## config.mk

```make
export PLATFORM = sky130hd
export DESIGN_NAME = hazard_control_unit
export DESIGN_NICKNAME = d
export VERILOG_FILES = /design/src/rtl/hazard_control_unit_pkg.sv /design/src/rtl/hazard_control_unit_mem_wait_timer.sv /design/src/rtl/hazard_control_unit.sv
export SDC_FILE = /design/constraint.sdc
export NUM_CORES = 1
export LEC_CHECK = 0
export CORE_ASPECT_RATIO = 0.7
export CORE_MARGIN = 1
export CORE_UTILIZATION = 51
export CTS_CLUSTER_DIAMETER = 60
export DETAILED_ROUTE_END_ITERATION = 8
export GPL_TIMING_DRIVEN = 0
export PLACE_DENSITY = 0.81
export SLEW_MARGIN = 15
export SYNTH_ARGS = -nofsm -noshare
export SYNTH_HDL_FRONTEND = slang
export SYNTH_HIERARCHICAL = 1
export SYNTH_SLANG_ARGS = --single-unit
```

## constraint.sdc

```tcl
create_clock -name clk -period 3.4 [get_ports clk]
set_input_delay 0.68 -clock clk [delete_from_list [all_inputs] [get_ports clk]]
set_output_delay 0.68 -clock clk [all_outputs]
set_load 0.02 [all_outputs]
```

## src/rtl/hazard_control_unit_pkg.sv

```systemverilog
// Shared types and constants for the pipeline hazard control unit.
package hazard_pkg;

   typedef enum logic [1:0] {
      RUN      = 2'd0,
      MEM_WAIT = 2'd1,
      HUNG     = 2'd2
   } hz_state_t;

   localparam int REG_ADDR_W = 5;
   localparam logic [REG_ADDR_W-1:0] REG_ZERO = 5'd0;

   // Wait counter width; wide enough for the largest WAIT_TIMEOUT (65535).
   localparam int TMR_W = 16;

endpackage

```

## src/rtl/hazard_control_unit_mem_wait_timer.sv

```systemverilog
// Counts consecutive not-ready cycles of a data-memory access and flags the
// cycle on which one more not-ready cycle means the access is hung.
module mem_wait_timer
   import hazard_pkg::*;
#(
   parameter int WAIT_TIMEOUT = 255
) (
   input  logic clk,
   input  logic reset,
   input  logic start,
   input  logic busy,
   input  logic ready,
   output logic expired
);

   localparam logic [TMR_W-1:0] LAST_C = TMR_W'(WAIT_TIMEOUT - 1);

   logic [TMR_W-1:0] cnt_r;

   // Counter: 1 on the first stalled cycle, +1 per further not-ready cycle, 0 on release.
   always_ff @(posedge clk) begin
      if (reset) begin
         cnt_r <= 16'd0;
      end else if (start) begin
         cnt_r <= 16'd1;
      end else if (busy && !ready) begin
         cnt_r <= cnt_r + 16'd1;
      end else if (busy && ready) begin
         cnt_r <= 16'd0;
      end else begin
         cnt_r <= cnt_r;
      end
   end

   // Expiry only on a not-ready waiting cycle; ready on the same cycle wins.
   always_comb begin
      if (busy && !ready && (cnt_r == LAST_C)) begin
         expired = 1'b1;
      end else begin
         expired = 1'b0;
      end
   end

endmodule

```

## src/rtl/hazard_control_unit.sv

```systemverilog
// Stall/flush scheduler for the 5-stage pipeline: load-use stalls, taken-branch
// flushes and data-memory wait freezes, plus a sticky hung-memory flag.
// Optional feature macro: HAZARD_PERF_CNT_EN (adds saturating perf counters).
module hazard_control_unit
   import hazard_pkg::*;
#(
   parameter int WAIT_TIMEOUT = 255,
   parameter int CNT_W        = 32
) (
   input  logic                  clk,
   input  logic                  reset,
   input  logic [REG_ADDR_W-1:0] id_rs1,
   input  logic [REG_ADDR_W-1:0] id_rs2,
   input  logic [REG_ADDR_W-1:0] ex_rd,
   input  logic                  ex_memread,
   input  logic                  ex_branch_taken,
   input  logic                  mem_memread,
   input  logic                  mem_memwrite,
   input  logic                  dmem_ready,
   output logic                  pc_write,
   output logic                  ifid_write,
   output logic                  ifid_flush,
   output logic                  idex_write,
   output logic                  idex_flush,
   output logic                  exmem_write,
   output logic                  memwb_bubble,
   output logic                  mem_timeout
`ifdef HAZARD_PERF_CNT_EN
   ,
   output logic [CNT_W-1:0]      stall_cycles,
   output logic [CNT_W-1:0]      flush_count,
   output logic [CNT_W-1:0]      loaduse_count
`endif
);

   hz_state_t state_r;
   hz_state_t next_state_s;
   logic      memacc_s;
   logic      loaduse_s;
   logic      freeze_s;
   logic      start_s;
   logic      busy_s;
   logic      expired_s;
   logic      flush_evt_s;
   logic      lu_evt_s;

   assign memacc_s  = mem_memread | mem_memwrite;
   assign loaduse_s = ex_memread && (ex_rd != REG_ZERO) &&
                      ((ex_rd == id_rs1) || (ex_rd == id_rs2));
   assign start_s   = (state_r == RUN) && memacc_s && !dmem_ready;
   assign busy_s    = (state_r == MEM_WAIT);

   mem_wait_timer #(
      .WAIT_TIMEOUT (WAIT_TIMEOUT)
   ) u_timer (
      .clk     (clk),
      .reset   (reset),
      .start   (start_s),
      .busy    (busy_s),
      .ready   (dmem_ready),
      .expired (expired_s)
   );

   // State register.
   always_ff @(posedge clk) begin
      if (reset) begin
         state_r <= RUN;
      end else begin
         state_r <= next_state_s;
      end
   end

   // Sticky hung flag; only reset clears it.
   always_ff @(posedge clk) begin
      if (reset) begin
         mem_timeout <= 1'b0;
      end else if (expired_s) begin
         mem_timeout <= 1'b1;
      end else begin
         mem_timeout <= mem_timeout;
      end
   end

   // Next state and freeze decision.
   always_comb begin
      next_state_s = state_r;
      freeze_s     = 1'b0;
      case (state_r)
         RUN: begin
            if (memacc_s && !dmem_ready) begin
               freeze_s     = 1'b1;
               next_state_s = MEM_WAIT;
            end else begin
               freeze_s     = 1'b0;
               next_state_s = RUN;
            end
         end
         MEM_WAIT: begin
            if (dmem_ready) begin
               freeze_s     = 1'b0;
               next_state_s = RUN;
            end else if (expired_s) begin
               freeze_s     = 1'b1;
               next_state_s = HUNG;
            end else begin
               freeze_s     = 1'b1;
               next_state_s = MEM_WAIT;
            end
         end
         HUNG: begin
            freeze_s     = 1'b1;
            next_state_s = HUNG;
         end
         default: begin
            freeze_s     = 1'b0;
            next_state_s = RUN;
         end
      endcase
   end

   // Pipeline controls: reset > memory freeze > branch flush > load-use stall.
   always_comb begin
      pc_write     = 1'b1;
      ifid_write   = 1'b1;
      ifid_flush   = 1'b0;
      idex_write   = 1'b1;
      idex_flush   = 1'b0;
      exmem_write  = 1'b1;
      memwb_bubble = 1'b0;
      flush_evt_s  = 1'b0;
      lu_evt_s     = 1'b0;
      if (reset) begin
         pc_write     = 1'b0;
         ifid_write   = 1'b0;
         idex_write   = 1'b0;
         exmem_write  = 1'b0;
         ifid_flush   = 1'b1;
         idex_flush   = 1'b1;
         memwb_bubble = 1'b1;
      end else if (freeze_s) begin
         pc_write     = 1'b0;
         ifid_write   = 1'b0;
         idex_write   = 1'b0;
         exmem_write  = 1'b0;
         memwb_bubble = 1'b1;
      end else if (ex_branch_taken) begin
         // The ID instruction is wrong-path, so any load-use on it is moot.
         ifid_flush  = 1'b1;
         idex_flush  = 1'b1;
         flush_evt_s = 1'b1;
      end else if (loaduse_s) begin
         pc_write   = 1'b0;
         ifid_write = 1'b0;
         idex_flush = 1'b1;
         lu_evt_s   = 1'b1;
      end else begin
         pc_write   = 1'b1;
         ifid_write = 1'b1;
      end
   end

`ifdef HAZARD_PERF_CNT_EN
   localparam logic [CNT_W-1:0] CNT_ONE = {{(CNT_W-1){1'b0}}, 1'b1};
   localparam logic [CNT_W-1:0] CNT_MAX = {CNT_W{1'b1}};

   // Saturating performance counters, idle while reset is high.
   always_ff @(posedge clk) begin
      if (reset) begin
         stall_cycles  <= {CNT_W{1'b0}};
         flush_count   <= {CNT_W{1'b0}};
         loaduse_count <= {CNT_W{1'b0}};
      end else begin
         if (!pc_write && (stall_cycles != CNT_MAX)) begin
            stall_cycles <= stall_cycles + CNT_ONE;
         end else begin
            stall_cycles <= stall_cycles;
         end
         if (flush_evt_s && (flush_count != CNT_MAX)) begin
            flush_count <= flush_count + CNT_ONE;
         end else begin
            flush_count <= flush_count;
         end
         if (lu_evt_s && (loaduse_count != CNT_MAX)) begin
            loaduse_count <= loaduse_count + CNT_ONE;
         end else begin
            loaduse_count <= loaduse_count;
         end
      end
   end
`else
   logic unused_perf_s;
   assign unused_perf_s = (CNT_W > 0) & flush_evt_s & lu_evt_s;
`endif

endmodule
```

### Word level (Yosys, flattened, before mapping)

Cells that the tools add are included.

| storage, ports and cells | value |
|---|---|
| bits of input ports | 22 |
| logic and storage cells | 52 |
| bits in registers | 19 |
| output and inout bits | 8 |

| cells by class | value |
|---|---|
| equality and inequality tests | 5 |
| add/subtract/negate cells | 1 |
| mux-type cells | 26 |
| reduce and logical (&&, ||, !) cells | 15 |
| bitwise logic cells | 1 |

Operators by type and width:

| cell | number |
|---|---|
| two-way mux 16 bit | 2 |
| two-way mux 1 bit | 20 |
| adder 16 x 1 -> 16 bit, second input constant | 1 |
| equality test 16 x 8 -> 1 bit, second input constant | 1 |
| equality test 5 bit | 2 |
| logical AND 1 bit | 8 |
| case mux 2 bit (3 select lines) | 1 |
| nonzero test 5 bit | 1 |
| two-way mux 2 bit | 2 |
| case mux 1 bit (3 select lines) | 1 |
| nonzero test 3 bit | 1 |
| equality test 2 x 1 -> 1 bit, second input constant | 1 |
| equality test 2 bit, second input constant | 1 |
| zero test 2 bit | 1 |
| nonzero test 2 bit | 1 |
| OR reduction 2 bit | 1 |
| zero test 1 bit | 1 |
| logical OR 1 bit | 1 |
| OR 1 bit | 1 |

### Logic depth before layout (Yosys ltp)

| depth | value |
|---|---|
| depth in word-level cells | 7 |
| depth in mapped cells | 8 |

### Modules after synthesis

The synthesis kept the hierarchy.

By module, submodules not included:

| module | sequential area each (um^2) | instances | area an instance (um^2) | cells an instance |
|---|---|---|---|---|
| mem_wait_timer | 320.3 | 1 | 834.6 | 100 |
| hazard_control_unit | 60.1 | 1 | 321.6 | 44 |

### Worst setup path after synthesis

OpenSTA, ideal clock, no wires.

| path | value |
|---|---|
| path kind | input to output |
| from | in ex_rd[1] |
| to | out pc_write |
| arrival | 1.796 ns |
| data required time | 2.720 ns |
| cell stages on the path | 4 |
| setup slack | 0.924 ns |
| path buffers | 1 |
| cells stage by stage | or4_4 > o21ai_2 > o311a_1 > buf_4 |

| between the ends | value |
|---|---|
| longest elaborated chain between the ends | 7 |
| elaborated cells between the ends (all ways) | 10 |
| classes of those cells | eq/ne: 2; mux: 4; reduce/logical: 4 |

RTL lines:

| element | RTL line | RTL |
|---|---|---|
| start, declared | hazard_control_unit.sv:14 | `input logic [REG_ADDR_W-1:0] ex_rd,` |
| equality test 5 bit or nonzero test 5 bit (tied branches) | hazard_control_unit.sv:49, hazard_control_unit.sv:48 |  |
| logical OR 1 bit or logical AND 1 bit (tied branches) | hazard_control_unit.sv:49, hazard_control_unit.sv:48 |  |
| logical AND 1 bit (*) | hazard_control_unit.sv:48 | `assign loaduse_s = ex_memread && (ex_rd != REG_ZERO) &&` |
| two-way mux 1 bit (*) (4 in series) | - |  |
| end, declared | hazard_control_unit.sv:20 | `output logic pc_write,` |

Mark *: on every way between the ends. The rest lies on a longest branch, timed or not.

### Final worst setup path

| path | value |
|---|---|
| from | in ex_rd[3] |
| to | out idex_flush |

| between the ends | value |
|---|---|
| longest elaborated chain between the ends | 7 |
| elaborated cells between the ends (all ways) | 10 |
| classes of those cells | eq/ne: 2; mux: 4; reduce/logical: 4 |

RTL lines:

| element | RTL line | RTL |
|---|---|---|
| equality test 5 bit or nonzero test 5 bit (tied branches) | hazard_control_unit.sv:49, hazard_control_unit.sv:48 |  |
| logical OR 1 bit or logical AND 1 bit (tied branches) | hazard_control_unit.sv:49, hazard_control_unit.sv:48 |  |
| logical AND 1 bit (*) | hazard_control_unit.sv:48 |  |
| two-way mux 1 bit (*) | hazard_control_unit.sv:151 | `end else if (loaduse_s) begin` |
| two-way mux 1 bit (*) | hazard_control_unit.sv:146 | `end else if (ex_branch_taken) begin` |
| two-way mux 1 bit (*) | hazard_control_unit.sv:140 | `end else if (freeze_s) begin` |
| two-way mux 1 bit (*) | hazard_control_unit.sv:132 | `if (reset) begin` |
| end, declared | hazard_control_unit.sv:24 | `output logic idex_flush,` |

Marks and branches as above.

==> flow_summary_export.csv <==
group,metric,value,unit
clocking,cts_setup_buffers,0,
global_route,grt_util_all_layers,25.2,%
setup_path,required,2720,ps
clocking,htreeDepth,1,
setup_path,path_class,"in -> out",
finish,n_fill_cell,175,
yosys,synth_fa_ha_area_share,2.16,%
outcome,status,"finished, final reports clean",
die,start_util,54.1,%
die,die_x,58.9,um
global_route,first_global_vias,1021,
power_and_ir_drop,clock_power_share,27.2,%
timing,final.period_utilization,99.3,%
global_route,grt.overflow.total,0,
timing,fin_crit,3380,ps
clocking,cts-hold-fix-buffers,0,
die,rows,14,
clocking,clk_pin_slew,110,ps
timing,setup_viol,0,
yosys,synth_compound_area_share,14.4,%
timing,finalMaxSlewViolations,0,
placement,gp_congestion,0.814,
setup_path,arrival,2700,ps
yosys,synth-edff-count,0,
power_and_ir_drop,pwr-share-seq,52.4,%
setup_path,critical-path-top-delay-family,"buffers and inverters",
placement,io_buffers,29,
finish,final_cell_mix,"clkdlybuf4s50_1, nor2_1, dfxtp_1",
setup_path,endpoint_kind,"primary output",
clocking,cts_root_buf,"clkbuf_4",
yosys,synth_top_family_by_area,"simple AND/OR/NAND/NOR gates",
finish,nets,202,
timing,fmax,296,MHz
die,core-area,2140,um2
yosys,async_reset_ff_share,0,%
job,cap_violations,0,
routing,finalWirelength,2.75,mm
power_and_ir_drop,p_per_area,288,nW/um2
setup_path,crit_chain,"clkdlybuf4s50_1 > xor2_1 > nor3_1 > a22oi_1 > o31ai_1 > clkdlybuf4s50_1",
timing,hold_violations,0,
timing,finClkSkew,6.27,ps
power_and_ir_drop,combPwrFrac,20.5,%
yosys,ys_top_cells_by_area,"dfxtp_1, xor2_1, nor2_1",
yosys,avgSynthCellArea,8.03,um2
finish,multi_input_area,724,um2
die,ios,30,
clocking,clk_latency,310,ps
setup_path,cpPeakStageDelay,670,ps
global_route,antenna_found_initial,0,
clocking,numCtsBuffers,3,
yosys,synth_area_leader_cell,"dfxtp_1",
yosys,synthesis.instances,144,
timing,setup_slack,23.5,ps
yosys,yosysWarnings,6,
timing,fin_tns_setup,0,ps
global_route,grt_first_pass_wirelength,4.55,mm
yosys,synth_nets,168,
yosys,ys_seq_elements,19,
clocking,clock_path_buffers,2,
timing,rsz0062_at_grt,"no",
routing,routed-via-count,1174,
die,die_y,41.8,um
routing,drtPass1Iterations,5,
timing,worstMarginPinSlew,691,ps
yosys,synthesis.area,1160,um2
routing,drcViolationCount,0,
setup_path,cpMostUsedCell,"clkdlybuf4s50_1",
setup_path,startpoint_type,"primary input",
power_and_ir_drop,ir_drop,0.000295,V
finish,area_growth,30.8,%
power_and_ir_drop,p_sw,0.120,mW
setup_path,cp_max_fo,3,
finish,seq_area,380,um2
yosys,synth_cell_types,39,
routing,dr.first_iter.drc_count,86,
min_path,min-delay-path-class,"reg -> reg",
clocking,cts_sinks,19,
finish,antenna_cells,0,
global_route,grt_max_degree,12,
yosys,synthMuxAreaShare,0,%
routing,vias_per_cell,5.62,
clocking,cts_tree,"built",
yosys,synth_xor_area_share,14.4,%
finish,final_core_util,70.8,%
routing,drt-wirelength-per-cell,13.1,um
power_and_ir_drop,swShare,27.6,%
power_and_ir_drop,power.total,0.435,mW
setup_path,crit_buf_inv,2,
finish,layout_commonest_cell,"clkdlybuf4s50_1",
timing,slew_headroom,53.5,%
setup_path,slowest_stage,"clkdlybuf4s50_1",
placement,pre_cts_ws,-34.1,ps
yosys,yosys.area_share.simple,31.7,%
power_and_ir_drop,p_int,0.315,mW
finish,drive_above_1_share,7.34,%
yosys,seq_area_frac_synth,32.9,%
yosys,yosys_most_used_dff,"dfxtp_1",
yosys,synth_top_area_share,32.9,%
power_and_ir_drop,leakage,0.529,nW
routing,ant_nets,0,
die,die-area,2460,um2
placement,dp_hpwl,2.24,mm
## synthesized netlist by cell type, types with 2 or more instances
cell,number
o31ai_1,3
xor2_1,12
nor3_1,9
ha_1,2
xnor2_1,7
dfxtp_1,19
nand4_1,4
or3_1,2
nand2_1,13
nor4_1,5
o31a_1,2
buf_4,2
inv_1,7
nand3_1,7
nand2b_1,2
nor2_1,19
a21oi_1,4
o21ai_0,4
## repair_timing
item	CTS	global route
setup endpoints to repair	1	0
resized for setup	1	0
hold endpoints to repair	0	0
## cells by family after synthesis
group / after synthesis
AO/OA/AOI/OAI: 23
XOR/XNOR: 19
adder cells (fa/ha/maj): 2
buffers and inverters: 11
flip-flops: 19
AND/OR/NAND/NOR: 70
## area by class of cell
cell class	instances	area share, %
plain buffers	4	1.65
clock buffers	3	1.49
clock inverters	1	0.331
inverters	7	1.74
multi-input cells	114	47.9
flip-flops and latches	19	25.1
well taps	32	2.65
repair buffers	29	19.1
## power groups by stage
stage | combinational [mW] | clock [mW] | sequential (mW)
5_1_grt | 0.0963 | 0.133 | 0.229
6_report | 0.0890 | 0.118 | 0.228
2_1_floorplan | 0.0401 | 0 | 0.232
3_3_place_gp | 0.0868 | 0 | 0.233
3_5_place_dp | 0.0896 | 0 | 0.233
4_1_cts | 0.0892 | 0.120 | 0.228
## flip-flops by register name (all words and copies together) (netlist names)
register       count
state_r            2
mem_timeout        1
u_timer/cnt_r     16
## metal layers
metal	global-route usage [%]	vias up	routed length [um]
met1	37.0	538	1290
met2	36.8	51	1190
li1	-	578	-
met3	5.61	7	229
met4	7.14	0	41
met5	0	-	0
## worst reg2reg max path: cells and delay by family, from the launching register on
kind / cells / cell delay, ps
compound gates: 1 / 180
simple gates: 6 / 1670
flops: 1 / 420
## path summary, 6_finish.rpt
check                    from     endpoint  slack [ps]  cells past startpoint
hold / removal    mem_timeout  mem_timeout         510                      2
setup reg to reg   state_r[0]   state_r[1]        1070                      7
hold reg to reg   mem_timeout  mem_timeout         510                      2
setup / recovery     ex_rd[3]   idex_flush          20                      6
## per-stage QoR
step / hold slack, ps / instance area (um2) / instances
floorplan: 486 / 1160 / 144
global placement: 480 / 1490 / 205
finish: 508 / 1510 / 209
detailed placement: 477 / 1490 / 205
CTS: 510 / 1510 / 209
global route: 571 / 1510 / 209
(Power assumes the default switching activity.)
